**src/rtl/router_1x3.sv**
```systemverilog
// Purpose: 1-to-3 byte-serial packet router with XOR parity check and three output FIFOs.
// Latency: header written at edge N shows valid_out after N; a pop at edge N updates data_out after N.
// Backpressure: busy holds the source while the target FIFO is full and for one cycle after each parity byte.
//
// Ports:
//   clock, resetn            - rising-edge clock, synchronous active-high reset
//   pkt_valid, data_in[7:0]  - input byte stream; header = {len[5:0], addr[1:0]}, parity byte has pkt_valid=0
//   read_enb_0/1/2           - pop request per output FIFO
//   data_out_0/1/2[7:0]      - registered FIFO read data, holds between pops
//   valid_out_0/1/2          - FIFO non-empty
//   busy                     - source must hold its byte this cycle
//   error                    - parity mismatch on the last packet, cleared by the next accepted header
//
// Optional feature: define ROUTER_SOFT_RESET_EN to flush any FIFO left non-empty and unread
// for TIMEOUT consecutive cycles.

module router_fifo #(
  parameter int DEPTH = 16
) (
  input  logic       clock,
  input  logic       resetn,
  input  logic       flush,
  input  logic       wr_en,
  input  logic [7:0] wr_dat,
  input  logic       rd_en,
  output logic [7:0] rd_dat,
  output logic       empty,
  output logic       full
);
  localparam int AW = $clog2(DEPTH);

  logic [7:0]  mem [DEPTH];
  logic [AW-1:0] wr_ptr;
  logic [AW-1:0] rd_ptr;
  logic [AW:0]   count;
  logic          do_wr;
  logic          do_rd;

  assign empty = (count == '0);
  assign full  = (count == (AW+1)'(DEPTH));
  assign do_wr = wr_en && !full;
  assign do_rd = rd_en && !empty;

  // Storage has no reset; pointers and count define what is valid.
  always_ff @(posedge clock) begin
    if (!resetn && !flush && do_wr) begin
      mem[wr_ptr] <= wr_dat;
    end
  end

  always_ff @(posedge clock) begin
    if (resetn) begin
      wr_ptr <= '0;
      rd_ptr <= '0;
      count  <= '0;
      rd_dat <= 8'h00;
    end else if (flush) begin
      // Flush wins over any same-cycle write; rd_dat keeps its last value.
      wr_ptr <= '0;
      rd_ptr <= '0;
      count  <= '0;
    end else begin
      if (do_wr) begin
        wr_ptr <= wr_ptr + AW'(1);
      end
      if (do_rd) begin
        rd_dat <= mem[rd_ptr];
        rd_ptr <= rd_ptr + AW'(1);
      end
      unique case ({do_wr, do_rd})
        2'b10:   count <= count + (AW+1)'(1);
        2'b01:   count <= count - (AW+1)'(1);
        default: count <= count;
      endcase
    end
  end
endmodule

module router_1x3 #(
  parameter int FIFO_DEPTH = 16,
  parameter int TIMEOUT    = 30
) (
  input  logic       clock,
  input  logic       resetn,
  input  logic       pkt_valid,
  input  logic [7:0] data_in,
  input  logic       read_enb_0,
  input  logic       read_enb_1,
  input  logic       read_enb_2,
  output logic [7:0] data_out_0,
  output logic [7:0] data_out_1,
  output logic [7:0] data_out_2,
  output logic       valid_out_0,
  output logic       valid_out_1,
  output logic       valid_out_2,
  output logic       busy,
  output logic       error
);
  typedef enum logic [1:0] {
    DECODE = 2'd0,
    LOAD   = 2'd1,
    CHECK  = 2'd2
  } state_t;

  if ((FIFO_DEPTH < 2) || ((FIFO_DEPTH & (FIFO_DEPTH - 1)) != 0) || (TIMEOUT < 1)) begin : g_bad_param
    $error("router_1x3: FIFO_DEPTH must be a power of two >= 2 and TIMEOUT >= 1");
  end

  state_t      state;
  state_t      state_n;
  logic [1:0]  addr_q;
  logic [7:0]  parity_acc;

  logic [2:0]  full;
  logic [2:0]  empty;
  logic [2:0]  we;
  logic [2:0]  rd;
  logic [2:0]  flush;
  logic [7:0]  rd_dat [3];

  // Padding with a never-full slot lets addr 3 index safely (it is dropped anyway).
  logic [3:0]  full4;
  logic [1:0]  hdr_addr;
  logic        acc_hdr;
  logic        load_byte;
  logic        load_par;

  assign full4    = {1'b0, full};
  assign hdr_addr = data_in[1:0];
  assign rd       = {read_enb_2, read_enb_1, read_enb_0};

  always_comb begin
    state_n   = state;
    busy      = 1'b0;
    we        = 3'b000;
    acc_hdr   = 1'b0;
    load_byte = 1'b0;
    load_par  = 1'b0;
    unique case (state)
      DECODE: begin
        busy = full4[hdr_addr];
        if (pkt_valid && (hdr_addr != 2'd3) && !full4[hdr_addr]) begin
          we      = 3'b001 << hdr_addr;
          acc_hdr = 1'b1;
          state_n = LOAD;
        end
      end
      LOAD: begin
        busy = full4[addr_q];
        if (!full4[addr_q]) begin
          we = 3'b001 << addr_q;
          if (pkt_valid) begin
            load_byte = 1'b1;
          end else begin
            load_par = 1'b1;
            state_n  = CHECK;
          end
        end
      end
      CHECK: begin
        busy    = 1'b1;
        state_n = DECODE;
      end
      default: begin
        state_n = DECODE;
      end
    endcase
  end

  always_ff @(posedge clock) begin
    if (resetn) begin
      state      <= DECODE;
      addr_q     <= 2'd0;
      parity_acc <= 8'h00;
      error      <= 1'b0;
    end else begin
      state <= state_n;
      if (acc_hdr) begin
        addr_q     <= hdr_addr;
        parity_acc <= data_in;
        error      <= 1'b0;
      end
      if (load_byte) begin
        parity_acc <= parity_acc ^ data_in;
      end
      if (load_par) begin
        error <= (data_in != parity_acc);
      end
    end
  end

  for (genvar i = 0; i < 3; i++) begin : g_fifo
    router_fifo #(.DEPTH(FIFO_DEPTH)) u_fifo (
      .clock  (clock),
      .resetn (resetn),
      .flush  (flush[i]),
      .wr_en  (we[i]),
      .wr_dat (data_in),
      .rd_en  (rd[i]),
      .rd_dat (rd_dat[i]),
      .empty  (empty[i]),
      .full   (full[i])
    );

`ifdef ROUTER_SOFT_RESET_EN
    localparam int TW = $clog2(TIMEOUT + 1);
    logic [TW-1:0] idle_cnt;

    // Flush fires on the edge where the idle count would reach TIMEOUT.
    assign flush[i] = !empty[i] && !rd[i] && (idle_cnt == TW'(TIMEOUT - 1));

    always_ff @(posedge clock) begin
      if (resetn || empty[i] || rd[i] || flush[i]) begin
        idle_cnt <= '0;
      end else begin
        idle_cnt <= idle_cnt + TW'(1);
      end
    end
`else
    assign flush[i] = 1'b0;
`endif
  end

  assign data_out_0  = rd_dat[0];
  assign data_out_1  = rd_dat[1];
  assign data_out_2  = rd_dat[2];
  assign valid_out_0 = !empty[0];
  assign valid_out_1 = !empty[1];
  assign valid_out_2 = !empty[2];
endmodule

```
**config.mk**
```make
export PLATFORM = sky130hd
export DESIGN_NAME = router_1x3
export DESIGN_NICKNAME = d
export VERILOG_FILES = /design/src/rtl/router_1x3.sv
export SDC_FILE = /design/constraint.sdc
export NUM_CORES = 1
export LEC_CHECK = 0
export ABC_AREA = 1
export CAP_MARGIN = 20
export CORE_AREA = 4 4 240 242
export DETAILED_ROUTE_END_ITERATION = 8
export DIE_AREA = 0 0 244 246
export PLACE_DENSITY = 0.61
export SLEW_MARGIN = 20
export SYNTH_ARGS = -nofsm -noshare
export SYNTH_HDL_FRONTEND = slang
export SYNTH_SLANG_ARGS = --single-unit
```
**constraint.sdc**
```tcl
create_clock -name clock -period 6.3 [get_ports clock]
set_clock_uncertainty 0.2 [all_clocks]
set_input_delay 0.945 -clock clock [delete_from_list [all_inputs] [get_ports clock]]
set_output_delay 0.945 -clock clock [all_outputs]
set_load 0.05 [all_outputs]
```
==> results.yml, run 1 <==
outcome:
  status: "complete, no violations"
synth:
  synthArstFlopShare: 0
  syn_nets: 1769
  synth-edff-count: 384
  synthFlopType: "edfxtp_1"
  synth_cells: 1725
  yosysWarnings: 0
  syn_area_um2: 19230
  ys_types: 33
  synth-seq-cells: 460
  yosysSeqAreaShare: 0.6787
  avgSynthCellArea_um2: 11.15
cts:
  clkLatencyLatePin_ns: 0.59
  cts.path.max_buffers: 3
  post-cts-setup-buffers: 0
  cts_root_buf: "clkbuf_16"
  cts_resized: 0
  h-tree-depth: 2
  numCtsBuffers: 47
  hold_buffers: 0
  clkTransAtPathRegs_ns: 0.06
  cts_sinks: 460
  cts_tree: "built"
timing:
  slew_viol_final: 0
  max_freq_mhz: 245.3
  worst_pin_slew_ns: 1.098
  hold_viol_final: 0
  setup_violations: 0
  slew_headroom: 0.2621
  fin_crit_ns: 4.077
  fin_tns_setup_ns: 0
  fin_crit_sh: 0.6472
  rsz0062_at_grt: "no"
placement:
  place_inst: 2440
  placed_cell_area_um2: 20310
  place.gp.congestion: 0.8000
  port_buffers: 42
  post-dp-hpwl_um: 27670
detailed_routing:
  drt_iter0_markers: 1305
  ant_nets: 0
  wire_per_inst_um: 18.09
  vias: 12792
  routed_wirelength_um: 45720
  drc: 0
  first_pass_iters: 5
  vias_per_cell: 5.062
power_and_ir_drop:
  ir_drop_v: 0.0001906
  pwr_density_cell_nw_per_um2: 397.0
  switching_share: 0.3405
  combPwrFrac: 0.269
  p_int_w: 0.005734
  pwr-share-seq: 0.416
  p_leak_nw: 7.479
  clockPowerShare: 0.315
  netSwitchingPower_w: 0.002961
critical_path:
  cp_cell_sequence: "buf_2 > inv_1 > nor2_1 > nand4_2 > nand3_4 > o21ai_0 > nand2_1 > clkdlybuf4s50_1"
  crit_arrival_ns: 2.93
  end_kind: "output port"
  start_kind: "input pin"
  cpPeakStageDelay_ns: 0.85
  critical_path_required_ns: 5.15
  crit_slowest_cell: "clkdlybuf4s50_1"
  crit_type: "in -> out"
  crit_fanout: 30
cells_and_area:
  final_cell_mix: "nor2_1, edfxtp_1, o21ai_0, nand2_1"
  layout_commonest_cell: "nor2_1"
  final-instance-count-excl-fill: 2527
  drive_gt1_frac: 0.07026
  fillers: 5258
  syn2layout_area_growth_pct: 13.88
  final_nets: 1786
  diodes: 0
  stdcell_area_um2: 21900
worst_hold_path:
  min_path_type: "reg -> reg"
flow_run:
  cap_violations: 0
global_routing:
  grt_max_degree: 68
  grt_pass1_vias: 12614
  antenna_found_initial: 1
  track_usage: 0.1504
  grt_pass1_wl_um: 71730
  overflow: 0
floorplan:
  rows: 86
  core-area_um2: 55090
  dieWidth_um: 244
  ios: 43
  die_area_um2: 60020
  die_h_um: 246
  initial_core_util: 0.3491
-- layout make-up --
| class | instances | area (um2) | share of cell area |
|---|---|---|---|
| multi-input combinational | 1076 | 5475 | 0.2500 |
| tap | 748 | 935.9 | 0.04274 |
| sequential | 460 | 13060 | 0.5965 |
| inverter | 94 | 352.8 | 0.01611 |
| clock inverter | 22 | 230.2 | 0.01051 |
| clock buffer | 64 | 1290 | 0.05890 |
| timing repair buffer | 63 | 553.0 | 0.02525 |
-- stage by stage --
stage | setup WS [ns] | hold WS (ns) | power (W) | util
2_1_floorplan | 2.911 | 0.2579 | 0.005299 | -
3_3_place_gp | 1.848 | 0.2625 | 0.005974 | 0.3685
3_5_place_dp | 1.713 | 0.2703 | 0.006018 | 0.3686
4_1_cts | 1.846 | 0.2862 | 0.008751 | 0.3962
5_1_grt | 2.038 | 0.3077 | 0.009174 | 0.3975
6_report | 2.223 | 0.2859 | 0.008694 | 0.3975
-- Yosys cell counts, types with 3 or more instances --
library cell	n	area (um2)
clkbuf_1	67	251.5
nand4_2	3	37.54
nor2_1	420	1577
nand2_1	93	349.1
clkinv_1	4	15.01
fa_1	3	60.06
inv_1	89	334.1
edfxtp_1	384	11530
nand2_2	3	18.77
buf_1	6	22.52
o221ai_1	7	61.31
o211ai_1	89	668.1
xnor2_1	4	35.03
nand4_1	15	93.84
nor3_1	15	75.07
o21ai_0	245	1226
o22ai_1	8	50.05
xor2_1	16	140.1
a211oi_1	3	22.52
a21oi_1	32	160.2
ha_1	27	337.8
nand3_1	84	420.4
buf_2	21	105.1
dfxtp_1	76	1521
-- path summary, 6_finish.rpt --
path         cells after the start  slack [ns]                   endpoint  startpoint
max                              8        2.22                       busy  data_in[0]
min                              2        0.29                      error       error
max reg2reg                     13        2.90  g_fifo[2].u_fifo.count[4]    state[0]
min reg2reg                      2        0.29                      error       error
-- kinds of logic after synthesis --
group | count (synthesis) | share of synthesized area
buffers and inverters | 189 | 0.03865
flip-flops | 460 | 0.6787
AND/OR/NAND/NOR | 642 | 0.1390
adder cells (fa/ha/maj) | 30 | 0.02069
AO/OA/AOI/OAI | 384 | 0.1138
XOR/XNOR | 20 | 0.009108
-- worst max-delay path, delay by kind of cell --
kind	cells	cell delay [ns]
buffers and inverters	3	1.42
AOI/OAI and AO/OA	1	0.08
and+or+nand+nor	4	0.46
-- flip-flops by register name, summed over array words and instances (netlist names) --
register and cells:
addr_q 2, error 1, g_fifo.u_fifo.count 15, g_fifo.u_fifo.mem 384, g_fifo.u_fifo.rd_dat 24, g_fifo.u_fifo.rd_ptr 12
g_fifo.u_fifo.wr_ptr 12, parity_acc 8, state 2
-- power by group through the flow --
| stage | Sequential, W | Combinational (W) | Clock (W) |
|---|---|---|---|
| after floorplan | 0.00380 | 0.00150 | 0 |
| after global placement | 0.00367 | 0.00230 | 0 |
| after detailed placement | 0.00368 | 0.00234 | 0 |
| after CTS | 0.00362 | 0.00235 | 0.00279 |
| after global routing | 0.00364 | 0.00262 | 0.00291 |
| final | 0.00362 | 0.00234 | 0.00273 |
-- routing by layer --
layer / global-route usage / up-vias / part of all wire
met5: 0 / - / 0
met4: 0.04743 / 0 / 0.025
met3: 0.02384 / 60 / 0.056
met2: 0.2491 / 343 / 0.47
met1: 0.2041 / 6261 / 0.44
li1: - / 6128 / -
(Power assumes the default switching activity.)
==> inputs of run 2 (changes only) <==
--- a/config.mk
+++ b/config.mk
@@ -10,7 +10,7 @@
 export CORE_AREA = 4 4 240 242
 export DETAILED_ROUTE_END_ITERATION = 8
 export DIE_AREA = 0 0 244 246
-export PLACE_DENSITY = 0.61
+export PLACE_DENSITY = 0.62
 export SLEW_MARGIN = 20
 export SYNTH_ARGS = -nofsm -noshare
 export SYNTH_HDL_FRONTEND = slang
==> constraint.sdc (replaced) <==
create_clock -name clock -period 3.7 [get_ports clock]
set_clock_uncertainty 0.2 [all_clocks]
set_input_delay 0.555 -clock clock [delete_from_list [all_inputs] [get_ports clock]]
set_output_delay 0.555 -clock clock [all_outputs]
set_load 0.05 [all_outputs]
==> results.yml, run 2 (synthesized netlist as in run 1, its figures left out) <==
critical_path:
  end_kind: "flip-flop"
  crit_type: "reg -> reg"
  rr_endpoint: "g_fifo[2].u_fifo.count[4]"
  start_kind: "flip-flop"
  worst_r2r_path_depth: 15
  timing.rr.start: "g_fifo[1].u_fifo.count[1]"
  crit_fanout: 10
  reg2reg_slack_ns: 0.47
  crit_arrival_ns: 3.47
  critical_path_required_ns: 3.94
worst_hold_path:
  min_to: "error"
  hp-start: "error"
  min_path_type: "reg -> reg"
  hold-path-cell-count: 2
timing:
  fin_crit_sh: 0.8719
  fin_crit_ns: 3.226
  fin_tns_setup_ns: 0
  rsz0062_at_grt: "no"
  slew_viol_final: 0
  slew_headroom: 0.2829
  hold_viol_final: 0
  holdWs_ns: 0.2781
  worst_pin_slew_ns: 1.074
  setup_violations: 0
  max_freq_mhz: 310.0
detailed_routing:
  wire_per_inst_um: 17.70
  ant_nets: 0
  first_pass_iters: 6
  drt_iter0_markers: 1352
  drc: 0
  vias: 12978
  vias_per_cell: 5.028
  routed_wirelength_um: 45690
global_routing:
  grt_pass1_vias: 12638
  grt_max_degree: 68
  track_usage: 0.1502
  antenna_found_initial: 2
  overflow: 0
  grt_pass1_wl_um: 72080
cts:
  cts.path.max_buffers: 3
  clkTransAtPathRegs_ns: 0.06
  hold_buffers: 0
  cts_root_buf: "clkbuf_16"
  post-cts-setup-buffers: 0
  cts_tree: "built"
  cts_resized: 0
  clkLatencyLatePin_ns: 0.56
  h-tree-depth: 2
  cts_sinks: 460
  numCtsBuffers: 46
placement:
  place.gp.congestion: 0.8320
  place_inst: 2494
  port_buffers: 42
  post-dp-hpwl_um: 28080
cells_and_area:
  drive_gt1_frac: 0.09885
  largest_reg_flops: 384
  regMostFlops: "g_fifo.u_fifo.mem"
  final-instance-count-excl-fill: 2581
  largestRegisters: "g_fifo.u_fifo.mem (384), g_fifo.u_fifo.rd_dat (24), g_fifo.u_fifo.count (15)"
  syn2layout_area_growth_pct: 16.34
  final_nets: 1838
  final_cell_mix: "nor2_1, edfxtp_1, o21ai_0, nand2_1, o211ai_1"
  layout_commonest_cell: "nor2_1"
power_and_ir_drop:
  p_leak_nw: 7.833
  pwr_density_cell_nw_per_um2: 678.0
  p_int_w: 0.01016
  power_w: 0.01517
  ir_drop_v: 0.0003508
  switching_share: 0.3304
  clockPowerShare: 0.329
  pwr-share-seq: 0.407
  netSwitchingPower_w: 0.005012
  combPwrFrac: 0.264
floorplan:
  ios: 43
  initial_core_util: 0.3491
  rows: 86
  die_area_um2: 60020
  core-area_um2: 55090
  dieWidth_um: 244
  die_h_um: 246
flow_run:
  cap_violations: 0
outcome:
  status: "complete, no violations"
-- run 2: cell count changes in the layout (fill, tap and decap cells not counted), moves of 5 or more --
cell and delta:
bufinv_16 +6, clkinv_2 +5, clkbuf_1 -7, buf_4 +54
nor3_1 +8, nor3_2 -8
-- run 2: power by group through the flow --
stage	sequential (W)	clock (W)	combinational (W)
5_1_grt	0.00622	0.00532	0.00449
3_5_place_dp	0.00628	0	0.00401
6_report	0.00617	0.00499	0.00401
4_1_cts	0.00617	0.00508	0.00403
3_3_place_gp	0.00626	0	0.00392
2_1_floorplan	0.00648	0	0.00255
-- run 2: worst max-delay path, stage by stage, from the launching register on --
cell	delay [ns]
dfxtp_1	0.41
nor2_1	0.12
nand4_1	0.11
nand2_1	0.10
nor2_4	0.23
nand3_1	0.26
nand2_4	0.19
inv_1	0.07
ha_1	0.27
fa_1	0.44
a21oi_1	0.18
nor2_1	0.07
o21ai_0	0.15
nand3_1	0.11
o21ai_0	0.16
a21oi_1	0.05
-- run 2: metal layers --
metal	wire [um]	track usage	vias up
met5	0	0	-
met4	1196	0.04338	0
met3	2880	0.02427	73
met2	21240	0.2446	396
met1	20370	0.2090	6267
li1	-	-	6242
-- run 2: how the worst max path moves through the flow --
stage                                          from                        end  slack [ns]  cells after the start
after global routing      g_fifo[0].u_fifo.count[1]  g_fifo[0].u_fifo.count[4]        0.05                     19
after floorplan           g_fifo[1].u_fifo.count[0]  g_fifo[1].u_fifo.count[4]        0.56                     13
after detailed placement                  pkt_valid  g_fifo[1].u_fifo.count[4]         0.1                     14
after CTS                 g_fifo[1].u_fifo.count[1]  g_fifo[2].u_fifo.count[4]        0.49                     15
final                     g_fifo[1].u_fifo.count[1]  g_fifo[2].u_fifo.count[4]        0.47                     15
after global placement                    pkt_valid  g_fifo[1].u_fifo.count[4]        0.15                     14
-- run 2: layout make-up --
class,instances,area [um2]
Fill cell,5236,32720
Sequential cell,460,13060
Multi-Input combinational cell,1076,5435
Clock buffer,56,1239
Timing Repair Buffer,116,940.9
Tap cell,748,935.9
Clock inverter,29,402.9
Inverter,94,352.8
Antenna cell,2,5.005
-- run 2: through the flow --
stage,utilization,setup WS [ns],cell area (um2)
2_1_floorplan,-,0.5611,19230
5_1_grt,0.4060,0.05366,22370
4_1_cts,0.4060,0.4856,22370
3_5_place_dp,0.3762,0.09581,20720
6_report,0.4061,0.4741,22370
3_3_place_gp,0.3762,0.1505,20720
==> inputs of run 3 (changes only) <==
--- a/config.mk
+++ b/config.mk
@@ -11,6 +11,7 @@
 export DETAILED_ROUTE_END_ITERATION = 8
 export DIE_AREA = 0 0 244 246
 export PLACE_DENSITY = 0.62
+export REMOVE_ABC_BUFFERS = 1
 export SLEW_MARGIN = 20
 export SYNTH_ARGS = -nofsm -noshare
 export SYNTH_HDL_FRONTEND = slang
==> results.yml, run 3 (synthesized netlist as in run 1, its figures left out) <==
outcome:
  status: "complete, no violations"
cells_and_area:
  diodes: 0
  largest_reg_flops: 384
  drive_gt1_frac: 0.1017
  syn2layout_area_growth_pct: 16.57
  seq_area_um2: 13060
  stdcell_area_um2: 22420
  multiInputGateArea_um2: 5435
  regMostFlops: "g_fifo.u_fifo.mem"
  final_nets: 1845
  layout_commonest_cell: "nor2_1"
  largestRegisters: "g_fifo.u_fifo.mem (384), g_fifo.u_fifo.rd_dat (24), g_fifo.u_fifo.count (15)"
  fin_util: 0.4069
  final_cell_mix: "nor2_1, edfxtp_1, o21ai_0, nand2_1"
  fillers: 5247
timing:
  slew_headroom: 0.3440
  setup_violations: 0
  fin_crit_ns: 3.480
  worst_pin_slew_ns: 0.9827
  max_freq_mhz: 287.3
  slew_viol_final: 0
  fin_ws_ns: 0.2197
  fin_tns_setup_ns: 0
  fin_crit_sh: 0.9406
  hold_viol_final: 0
  rsz0062_at_grt: "no"
power_and_ir_drop:
  pwr_density_cell_nw_per_um2: 679.5
  power_w: 0.01523
  p_leak_nw: 7.860
  ir_drop_v: 0.0003617
  combPwrFrac: 0.274
  netSwitchingPower_w: 0.005112
  pwr-share-seq: 0.400
  switching_share: 0.3356
  clockPowerShare: 0.326
  p_int_w: 0.01012
cts:
  post-cts-setup-buffers: 0
  cts_tree: "built"
  cts.path.max_buffers: 3
  cts_sinks: 460
  clkLatencyLatePin_ns: 0.58
  numCtsBuffers: 46
  clkTransAtPathRegs_ns: 0.06
  cts_resized: 0
  cts_root_buf: "clkbuf_16"
  h-tree-depth: 2
  hold_buffers: 0
placement:
  port_buffers: 42
  post-dp-hpwl_um: 28580
  place_ws_ns: 0.07755
  place.gp.congestion: 0.8355
  placed_cell_area_um2: 20790
global_routing:
  overflow: 0
  grt_max_degree: 67
  grt_pass1_vias: 12739
  track_usage: 0.1519
  grt_pass1_wl_um: 72900
  antenna_found_initial: 1
critical_path:
  crit_family: "buffers and inverters"
  worst_r2r_path_depth: 19
  crit_arrival_ns: 2.73
  crit_fanout: 8
  crit_type: "reg -> out"
  cp_num_buf_inv: 3
  crit_slowest_cell: "clkdlybuf4s50_1"
  cpPeakStageDelay_ns: 0.83
  cp_cell_sequence: "inv_1 > nor2_1 > buf_4 > o21ai_0 > nand2_1 > clkdlybuf4s50_1"
  start_kind: "flip-flop"
  rr_endpoint: "g_fifo[0].u_fifo.count[4]"
  end_kind: "output port"
  critical_path_required_ns: 2.94
  reg2reg_slack_ns: 0.32
  timing.rr.start: "g_fifo[1].u_fifo.count[2]"
detailed_routing:
  first_pass_iters: 5
  drt_iter0_markers: 1140
  vias: 12958
  dr_wl_met2_um: 21780
  wire_per_inst_um: 17.81
  wl_met3_um: 2511
  drc: 0
  top_layer_used: "met4"
  wl_met1_um: 20790
  routed_wirelength_um: 46070
  vias_per_cell: 5.009
  ant_nets: 0
flow_run:
  cap_violations: 0
worst_hold_path:
  min_path_type: "in -> reg"
  hp-start: "data_in[6]"
  hold-path-cell-count: 1
  min_to: "g_fifo[2].u_fifo.mem[14][6]"
floorplan:
  core-area_um2: 55090
  die_h_um: 246
  initial_core_util: 0.3491
  ios: 43
  rows: 86
  die_area_um2: 60020
  dieWidth_um: 244
## run 3: changes by cell type in the layout (fill, tap and decap cells not counted), moves of 2 or more
cell,before,now
buf_4,74,79
clkbuf_1,5,8
clkbuf_8,5,3
clkinv_1,7,4
clkinv_2,10,12
clkinvlp_4,2,4
diode_2,2,0
inv_6,3,1
## run 3: cell type report
| cell class | instances | area share |
|---|---|---|
| Clock buffer | 58 | 0.05565 |
| Clock inverter | 28 | 0.01691 |
| Inverter | 94 | 0.01574 |
| Multi-Input combinational cell | 1076 | 0.2425 |
| Sequential cell | 460 | 0.5825 |
| Tap cell | 748 | 0.04175 |
| Timing Repair Buffer | 123 | 0.04499 |
## run 3: through the flow
step	instances	hold WS, ns
floorplan	1630	0.2527
global placement	2501	0.2612
detailed placement	2501	0.2622
CTS	2587	0.2126
global route	2587	0.2110
finish	2587	0.2276
## run 3: worst max path at each step
stage                                       endpoint  cells after the start                  startpoint
after global placement     g_fifo[0].u_fifo.count[4]                     18                   pkt_valid
after detailed placement   g_fifo[0].u_fifo.count[4]                     18                   pkt_valid
after CTS                                       busy                      6                    state[0]
after global routing       g_fifo[0].u_fifo.count[4]                     19   g_fifo[1].u_fifo.count[1]
final                                           busy                      6                    state[0]
after floorplan           g_fifo[1].u_fifo.rd_dat[1]                      7  g_fifo[1].u_fifo.rd_ptr[0]
## run 3: per-layer routing
layer | up-vias | GRT usage
met1 | 6270 | 0.2088
met3 | 70 | 0.02525
met5 | - | 0
met4 | 0 | 0.04186
li1 | 6249 | -
met2 | 369 | 0.2509
## run 3: power by group through the flow
stage | logic, W | clock network [W] | registers [W]
2_1_floorplan | 0.00214 | 0 | 0.00672
3_3_place_gp | 0.00411 | 0 | 0.00619
3_5_place_dp | 0.00418 | 0 | 0.00621
4_1_cts | 0.00420 | 0.00506 | 0.00610
5_1_grt | 0.00466 | 0.00528 | 0.00613
6_report | 0.00418 | 0.00496 | 0.00609
